===== src/rtl/exc_ctrl.sv =====
// exc_ctrl -- exception/interrupt arbitration stage feeding CP0.
//
// Purpose:
//   Arbitrates the synchronous exceptions reported by the decoder (SYSCALL,
//   BREAK, TEQ trap) against the external interrupts that are pending and
//   unmasked. It produces a same-cycle take-exception strobe together with
//   the ExcCode that CP0 needs. It also tracks whether a handler is running,
//   from the taken exception until ERET.
//
// Optional feature:
//   EXC_INT_EN -- when defined, the external interrupt path is built. This
//   path covers the synchronisers, edge detect, pending latches, Status
//   masking and int_id. When undefined, int_in and the Status IM bits are
//   ignored, and int_pending and int_id stay at 0.
//
// Parameters:
//   SYNC_STAGES  synchroniser depth per int_in line (2..3)
//
// Ports:
//   clk          system clock, rising edge
//   rst          asynchronous active-low reset
//   instr_done   current instruction completes this cycle
//   syscall      decoded SYSCALL (qualified by instr_done)
//   brk          decoded BREAK (qualified by instr_done)
//   teq_hit      TEQ with equal operands (qualified by instr_done)
//   eret         ERET executing (qualified by instr_done)
//   int_in[4:0]  asynchronous external interrupt lines, rising-edge sensitive
//   status[31:0] CP0 Status: bit 0 = IE, bits 12:8 = IM[4:0]
//   exception    combinational take-exception strobe
//   cause[4:0]   ExcCode of the winner, 0 when no exception
//   int_id[2:0]  index of the taken interrupt, 0 otherwise
//   int_pending  registered pending-interrupt latches
//   in_handler   registered; exception taken and ERET not yet seen
module exc_ctrl #(
  parameter int unsigned SYNC_STAGES = 2
) (
  input  logic        clk,
  input  logic        rst,
  input  logic        instr_done,
  input  logic        syscall,
  input  logic        brk,
  input  logic        teq_hit,
  input  logic        eret,
  input  logic [4:0]  int_in,
  input  logic [31:0] status,
  output logic        exception,
  output logic [4:0]  cause,
  output logic [2:0]  int_id,
  output logic [4:0]  int_pending,
  output logic        in_handler
);

  localparam logic [4:0] EXC_INT = 5'd0;
  localparam logic [4:0] EXC_SYS = 5'd8;
  localparam logic [4:0] EXC_BP  = 5'd9;
  localparam logic [4:0] EXC_TR  = 5'd13;

  typedef enum logic {
    IDLE    = 1'b0,
    HANDLER = 1'b1
  } state_t;

  state_t      state_r;
  state_t      state_next_s;
  logic        sync_any_s;
  logic        int_any_s;
  logic [2:0]  int_win_s;
  logic        exception_s;
  logic [4:0]  cause_s;
  logic [2:0]  int_id_s;

  assign sync_any_s = syscall | brk | teq_hit;

`ifdef EXC_INT_EN
  logic [4:0] sync_r [SYNC_STAGES];
  logic [4:0] sync_prev_r;
  logic [4:0] edge_s;
  logic [4:0] elig_s;
  logic [4:0] int_clr_s;
  logic [4:0] pend_r;
  logic [4:0] pend_next_s;
  logic       unused_s;

  // Return the lowest set index of an interrupt vector.
  function automatic logic [2:0] lowest_idx(input logic [4:0] v);
    logic [2:0] idx;
    casez (v)
      5'b????1: idx = 3'd0;
      5'b???10: idx = 3'd1;
      5'b??100: idx = 3'd2;
      5'b?1000: idx = 3'd3;
      5'b10000: idx = 3'd4;
      default:  idx = 3'd0;
    endcase
    return idx;
  endfunction

  // Synchroniser chain plus the previous-value register for edge detection.
  always_ff @(posedge clk or negedge rst) begin
    if (!rst) begin
      for (int k = 0; k < int'(SYNC_STAGES); k++) begin
        sync_r[k] <= 5'd0;
      end
      sync_prev_r <= 5'd0;
    end else begin
      sync_r[0] <= int_in;
      for (int k = 1; k < int'(SYNC_STAGES); k++) begin
        sync_r[k] <= sync_r[k-1];
      end
      sync_prev_r <= sync_r[SYNC_STAGES-1];
    end
  end

  assign edge_s = sync_r[SYNC_STAGES-1] & ~sync_prev_r;

  // A pending line is eligible only when it is unmasked, IE is set and no handler is running.
  assign elig_s    = pend_r & status[12:8] & {5{status[0]}} & {5{state_r == IDLE}};
  assign int_any_s = |elig_s;
  assign int_win_s = lowest_idx(elig_s);

  // Clear the winning pending bit only when the interrupt actually wins the strobe.
  always_comb begin
    int_clr_s = 5'd0;
    if (exception_s && !sync_any_s) begin
      int_clr_s = 5'd1 << int_win_s;
    end else begin
      int_clr_s = 5'd0;
    end
  end

  // A new edge in the clearing cycle re-sets the bit, so set wins over clear.
  assign pend_next_s = (pend_r & ~int_clr_s) | edge_s;

  // Sticky pending-interrupt latches.
  always_ff @(posedge clk or negedge rst) begin
    if (!rst) begin
      pend_r <= 5'd0;
    end else begin
      pend_r <= pend_next_s;
    end
  end

  assign int_pending = pend_r;
  assign unused_s    = ^{status[31:13], status[7:1]};
`else
  logic unused_s;

  assign int_any_s   = 1'b0;
  assign int_win_s   = 3'd0;
  assign int_pending = 5'd0;
  assign unused_s    = ^{int_in, status, SYNC_STAGES[0]};
`endif

  // Arbitration: syscall > brk > teq_hit > lowest eligible interrupt; gated off in reset.
  always_comb begin
    exception_s = rst & instr_done & ~eret & (sync_any_s | int_any_s);
    cause_s     = 5'd0;
    int_id_s    = 3'd0;
    if (exception_s) begin
      if (syscall) begin
        cause_s = EXC_SYS;
      end else if (brk) begin
        cause_s = EXC_BP;
      end else if (teq_hit) begin
        cause_s = EXC_TR;
      end else begin
        cause_s  = EXC_INT;
        int_id_s = int_win_s;
      end
    end else begin
      cause_s  = 5'd0;
      int_id_s = 3'd0;
    end
  end

  assign exception = exception_s;
  assign cause     = cause_s;
  assign int_id    = int_id_s;

  // Handler-occupancy state register.
  always_ff @(posedge clk or negedge rst) begin
    if (!rst) begin
      state_r <= IDLE;
    end else begin
      state_r <= state_next_s;
    end
  end

  // Handler-occupancy next state; ERET in IDLE is ignored, nested exceptions stay in HANDLER.
  always_comb begin
    state_next_s = state_r;
    case (state_r)
      IDLE: begin
        if (exception_s) begin
          state_next_s = HANDLER;
        end else begin
          state_next_s = IDLE;
        end
      end
      HANDLER: begin
        if (exception_s) begin
          state_next_s = HANDLER;
        end else if (instr_done && eret) begin
          state_next_s = IDLE;
        end else begin
          state_next_s = HANDLER;
        end
      end
      default: state_next_s = IDLE;
    endcase
  end

  assign in_handler = (state_r == HANDLER);

endmodule


===== config.mk =====
export PLATFORM = sky130hd
export DESIGN_NAME = exc_ctrl
export DESIGN_NICKNAME = d
export VERILOG_FILES = /design/src/rtl/exc_ctrl.sv
export SDC_FILE = /design/constraint.sdc
export NUM_CORES = 1
export LEC_CHECK = 0
export ABC_AREA = 0
export BUFFER_PORTS_ARGS = -buffer_cell sky130_fd_sc_hd__buf_2
export CORE_AREA = 2 2 39 41
export CTS_CLUSTER_SIZE = 8
export DETAILED_ROUTE_END_ITERATION = 8
export DIE_AREA = 0 0 41 43
export PLACE_DENSITY = 0.68
export SYNTH_ARGS = -nofsm -noshare
export SYNTH_HDL_FRONTEND = slang
export SYNTH_SLANG_ARGS = --single-unit
export TNS_END_PERCENT = 50

===== constraint.sdc =====
create_clock -name clk -period 0.8 [get_ports clk]
set_clock_uncertainty 0.05 [all_clocks]
set_input_delay 0.08 -clock clk [delete_from_list [all_inputs] [get_ports clk]]
set_output_delay 0.08 -clock clk [all_outputs]
set_load 0.01 [all_outputs]

==> summary.md, run 1 <==
| Metric | Value |
|---|---|
| Status | `finished, violations left` |
| Violated checks | `setup timing` |
| Highest clock rate | `1.19 GHz` |
| GR Layer Usage met1 | `0.0382` |
| Vias in the first global route | `116` |
| Synth warnings | `0` |
| Post-Synthesis Cells | `21` |
| Post-DR wirelength/cell | `7.02 um` |
| Post-DP HPWL | `278 um` |
| Crit Path Class | `input pin to output pin` |
| Top cell type's share of synthesized area | `0.414` |
| Setup TNS | `-55.3 ps` |
| GR peak layer | `met2` |
| Final nets | `81` |
| Via count | `160` |
| RSZ-0062 raised after global routing | `true` |
| Max-slew violation count | `0` |
| Power after layout | `184 uW` |
| Clock-pin slew on the worst setup and hold paths | `0 ps` |
| Area grow syn2layout | `57.9%` |
| Initial Utilization | `0.131` |
| Met2 GRT Util | `0.0594` |
| Top post-synthesis cells by area | `buf_4, dfrtp_1, nor4b_4, nand3b_4, nor2_1` |
| Port Buffers | `11` |
| Final critical-path required period | `843 ps` |
| CP startpoint kind | `input pin` |
| Maxcap violations | `0` |
| Antenna violations before repair | `0` |
| Final setup violation count | `3` |
| Core Area | `0.00138 mm2` |
| Hold slack | `315 ps` |
| Met3 Use GR | `0` |
| Final period utilization | `1.05` |
| Fin area | `287 um2` |
| Crit path DAT | `710 ps` |
| Top-Level Pins | `59` |
| Worst skew pair latency | `0 ps` |
| Placed cell area | `230 um2` |
| Critical Path Slowest Stage Cell | `nor4b_4` |
| Share of layout cells above drive strength 1 | `0.571` |
| Num rows | `14` |
| Drt drc | `0` |
| DP Cell Count | `49` |
| Synthesized area per cell | `8.64 um2` |
| Largest net degree at the start of global routing | `4` |
| Die Y | `43 um` |
| Detailed Routing Iterations Pass 1 | `2` |
| Register area share after synthesis | `0.138` |
| Max reg flops | `1` |
| Final wirelength | `358 um` |
| Leading area contributor after synthesis | `buf_4` |
| Cell variety after synth | `9` |
| Pwr/cell area | `642 mW/mm2` |
| Crit end category | `output pin` |
| First-pass GRT wire length | `407 um` |
| Crit-path cells | `buf_6, nand3b_4, nor4b_4, buf_2` |
| All-Layer GR Usage | `0.0310` |
| Commonest cells after routing, fill and taps aside | `conb_1, buf_2, buf_6` |
| P_leak | `0.000161 uW` |
| Starting DRT DRC Count | `1` |
| Area of the die | `0.00176 mm2` |
| Crit path max fanout | `3` |
| #FFs+latches synth | `1` |
| Worst EP required | `670 ps` |
| Grt ovf | `0` |
| Cell family with most CP delay | `simple AND/OR/NAND/NOR gates` |
| Buf+Inv Stages, Crit Path | `2` |
| Synth Cell Area | `181 um2` |
| Fin. Hold Viols | `0` |
| Final non-filler cell total | `51` |
| Fin worst setup slack | `-42.5 ps` |
| Post-DRT Antenna Nets | `0` |
| Vias/cell | `3.14` |
| Gp weighted congestion | `0.566` |
| Max incr delay on CP | `210 ps` |
| Worst Hold Class | `input pin to flop` |
| Worst VDD drop | `308 uV` |
| Die Wd | `41 um` |
| Commonest non-fill, non-tap cell in the layout | `conb_1` |
| Ant. Diodes | `0` |
-- tightest hold or removal path, cell delays in order --
cell	delay (ps)
buf_6	70
nand2_1	50
o2bb2ai_2	110
-- synth_stat cells --
cell and count:
conb_1 1, nand3b_4 1, nor4b_4 1, nor3_1 2
nor2_1 3, nand2_1 1, o2bb2ai_1 1, dfrtp_1 1
buf_4 10
-- what timing repair did --
action | 4_1_cts | 5_1_grt
pin swaps | 4 | 1
hold buffers | 1 | 0
buffers inserted | 1 | 0
endpoints found under the hold margin | 1 | 0
setup endpoints to repair | 4 | 5
gates resized for setup | 4 | 6
-- layer usage --
metal	vias to the layer above	wire length (um)
li1	77	-
met1	71	122
met2	12	199
met3	0	35
met4	0	0
met5	-	0
-- stage by stage --
| stage | setup WS, ps | utilization |
|---|---|---|
| global route | -71.4 | 0.207 |
| finish | -42.5 | 0.207 |
| CTS | -40.3 | 0.192 |
| global placement | -93.5 | 0.166 |
| floorplan | 107 | - |
| detailed placement | -105 | 0.166 |
-- path summary, 6_finish.rpt --
kind                       startpoint         end  slack (ps)  depth (start not counted)
min reg2reg                in_handler  in_handler         430                          1
max reg2reg                in_handler  in_handler         150                          1
max in group asynchronous         rst  in_handler         120                          3
min                              eret  in_handler         310                          3
min in group asynchronous         rst  in_handler         500                          3
max                              eret    cause[2]         -40                          4
-- cell type report --
| class | instances | area, um2 |
|---|---|---|
| fillers | 159 | 1100 |
| flip-flops and latches | 1 | 25.0 |
| well taps | 16 | 20.0 |
| repair buffers | 15 | 110 |
| multi-input cells | 19 | 131 |
-- cell families after synthesis --
family,after synthesis,synth area share
simple gates,8,0.379
compound gates,1,0.0483
flops,1,0.138
other cells,1,0.0207
buf+inv,10,0.414
-- report_power, final --
part	switching (uW)	internal, uW	leakage, uW
Sequential	4.02	58.1	0.0000125
Clock	0	0	0
Combinational	63.2	58.5	0.000148
Total	67.3	117	0.000161
Power figures use the tool's default switching activity.
==> run 2, diff against run 1 <==
CELL_PAD_IN_SITES_DETAIL_PLACEMENT = 0   (was not set)
CELL_PAD_IN_SITES_GLOBAL_PLACEMENT = 2   (was not set)
CORE_AREA = 2 2 46 48   (was 2 2 39 41)
DIE_AREA = 0 0 48 50   (was 0 0 41 43)
PLACE_DENSITY = 0.95   (was 0.68)
==> run 2 against run 1 <==
  * The flow still finishes with violations (setup timing)
  * First-iteration DRC count shrank 100%
  * Largest cell class unchanged
  * Critical path type unchanged
  * Sequential share of layout area shrank 0.11 points
  * Worst hold slack improved by 1.0 ps
==> summary.md, run 2 (same netlist as run 1, synthesis figures left out) <==
| Metric | Value |
|---|---|
| Share of layout cells above drive strength 1 | `0.528 (was 0.571)` |
| Die Y | `50 um (was 43 um)` |
| Ant. Diodes | `0 (unchanged)` |
| Crit end category | `output pin (unchanged)` |
| Final wirelength | `369 um (was 358 um)` |
| Worst skew pair latency | `0 ps (about the same)` |
| RSZ-0062 raised after global routing | `true (unchanged)` |
| Initial Utilization | `0.0954 (was 0.131)` |
| FF-to-FF Start | `in_handler (unchanged)` |
| Num rows | `16 (was 14)` |
| All-Layer GR Usage | `0.0299 (was 0.0310)` |
| Clock-pin slew on the worst setup and hold paths | `0 ps (about the same)` |
| Vias in the first global route | `145 (was 116)` |
| Grt ovf | `0 (unchanged)` |
| Fin worst setup slack | `-52.6 ps (was -42.5 ps)` |
| Pre-CTS setup slack | `-95.3 ps (was -105 ps)` |
| Gp weighted congestion | `0.595 (was 0.566)` |
| Antenna violations before repair | `0 (unchanged)` |
| Maxcap violations | `0 (unchanged)` |
| Hold endpoint | `in_handler (unchanged)` |
| Final non-filler cell total | `63 (was 51)` |
| Final nets | `82 (was 81)` |
| R2R Setup Slk | `120 ps (was 150 ps)` |
| Max reg flops | `1 (unchanged)` |
| P_leak | `0.000161 uW (about the same)` |
| Worst EP required | `670 ps (about the same)` |
| Post-DRT Antenna Nets | `0 (unchanged)` |
| Final period utilization | `1.07 (was 1.05)` |
| Crit-path cells | `buf_6, nand3b_4, nor4b_4, buf_2 (unchanged)` |
| Fin area | `290 um2 (was 287 um2)` |
| Crit path DAT | `720 ps (was 710 ps)` |
| Final setup violation count | `4 (was 3)` |
| Post-DR wirelength/cell | `5.86 um (was 7.02 um)` |
| Placed cell area | `259 um2 (was 230 um2)` |
| Final core utilization | `0.153 (was 0.207)` |
| Area of the die | `0.00240 mm2 (was 0.00176 mm2)` |
| Core Area | `0.00190 mm2 (was 0.00138 mm2)` |
| Crit Path Class | `input pin to output pin (unchanged)` |
| DP Cell Count | `62 (was 49)` |
| Final critical-path required period | `853 ps (was 843 ps)` |
| Vias/cell | `2.73 (was 3.14)` |
| CP startpoint kind | `input pin (unchanged)` |
| First-pass GRT wire length | `558 um (was 407 um)` |
| Port Buffers | `11 (unchanged)` |
| Detailed Routing Iterations Pass 1 | `1 (was 2)` |
| Max incr delay on CP | `210 ps (about the same)` |
| Worst VDD drop | `319 uV (was 308 uV)` |
| Area grow syn2layout | `60.0% (was 57.9%)` |
| Max-slew violation count | `0 (unchanged)` |
| Starting DRT DRC Count | `0 (was 1)` |
| Via count | `172 (was 160)` |
| Worst hold path stage count | `3 (unchanged)` |
| Commonest cells after routing, fill and taps aside | `conb_1, buf_2, buf_6 (unchanged)` |
| Hold wc startpoint | `eret (unchanged)` |
| Crit path max fanout | `4 (was 3)` |
| Reg2Reg Depth | `1 (unchanged)` |
| Pwr/cell area | `614 mW/mm2 (was 642 mW/mm2)` |
| Status | `finished, violations left (unchanged)` |
| Post-DP HPWL | `325 um (was 278 um)` |
| Worst Hold Class | `input pin to flop (unchanged)` |
| Critical Path Slowest Stage Cell | `nor4b_4 (unchanged)` |
| Setup Buffers After CTS | `0 (was 1)` |
| Drt drc | `0 (unchanged)` |
| Die Wd | `48 um (was 41 um)` |
| Top-Level Pins | `59 (unchanged)` |
| Fillers | `225 (was 159)` |
| Fin. Hold Viols | `0 (unchanged)` |
| Violated checks | `setup timing (unchanged)` |
| Worst r2r dst | `in_handler (unchanged)` |
| Highest clock rate | `1.17 GHz (was 1.19 GHz)` |
| Largest net degree at the start of global routing | `5 (was 4)` |
## run 2: cell count changes in the layout (fill, tap and decap cells not counted), sizes merged
| cell | delta |
|---|---|
| buf | +1 |
## run 2: timing repair
item,CTS,global route
gates resized for setup,5,0
hold endpoints to repair,1,0
hold buffers,1,0
endpoints found under the setup margin,5,5
pin swaps,3,0
## run 2: area by class of cell
type	count	area [um2]	area share
well taps	27	33.8	0.116
flip-flops and latches	1	25.0	0.0862
repair buffers	16	109	0.375
multi-input cells	19	123	0.422
## run 2: critical path: cells and delay by family
kind | cells | cell delay (ps)
AND/OR/NAND/NOR | 2 | 380
buffers and inverters | 2 | 260
## run 2: worst max-delay path by stage
stage	endpoint	depth (start not counted)	slack [ps]	startpoint
finish	cause[2]	4	-50	eret
global route	cause[2]	4	-110	eret
CTS	cause[2]	4	-50	eret
detailed placement	cause[2]	4	-100	eret
global placement	cause[2]	4	-90	eret
floorplan	in_handler	1	110	in_handler
## run 2: metrics by stage
step,power (uW),hold slack (ps),setup TNS [ps]
floorplan,146,-266,0
global placement,163,-54.3,-213
detailed placement,165,-53.8,-257
CTS,178,317,-84.1
global route,192,355,-365
finish,178,316,-106
## run 2: power by group
group | switching (uW) | internal, uW | total, uW
clock network | 0 | 0 | 0
logic | 62.5 | 53.8 | 116
registers | 3.90 | 58.1 | 62.0
## run 2: layer usage
metal | up-vias | wire [um] | GRT usage
met5 | - | 0 | 0
met4 | 0 | 0 | 0
met3 | 0 | 48 | 0
met2 | 18 | 225 | 0.0667
met1 | 75 | 95 | 0.0283
li1 | 79 | - | -
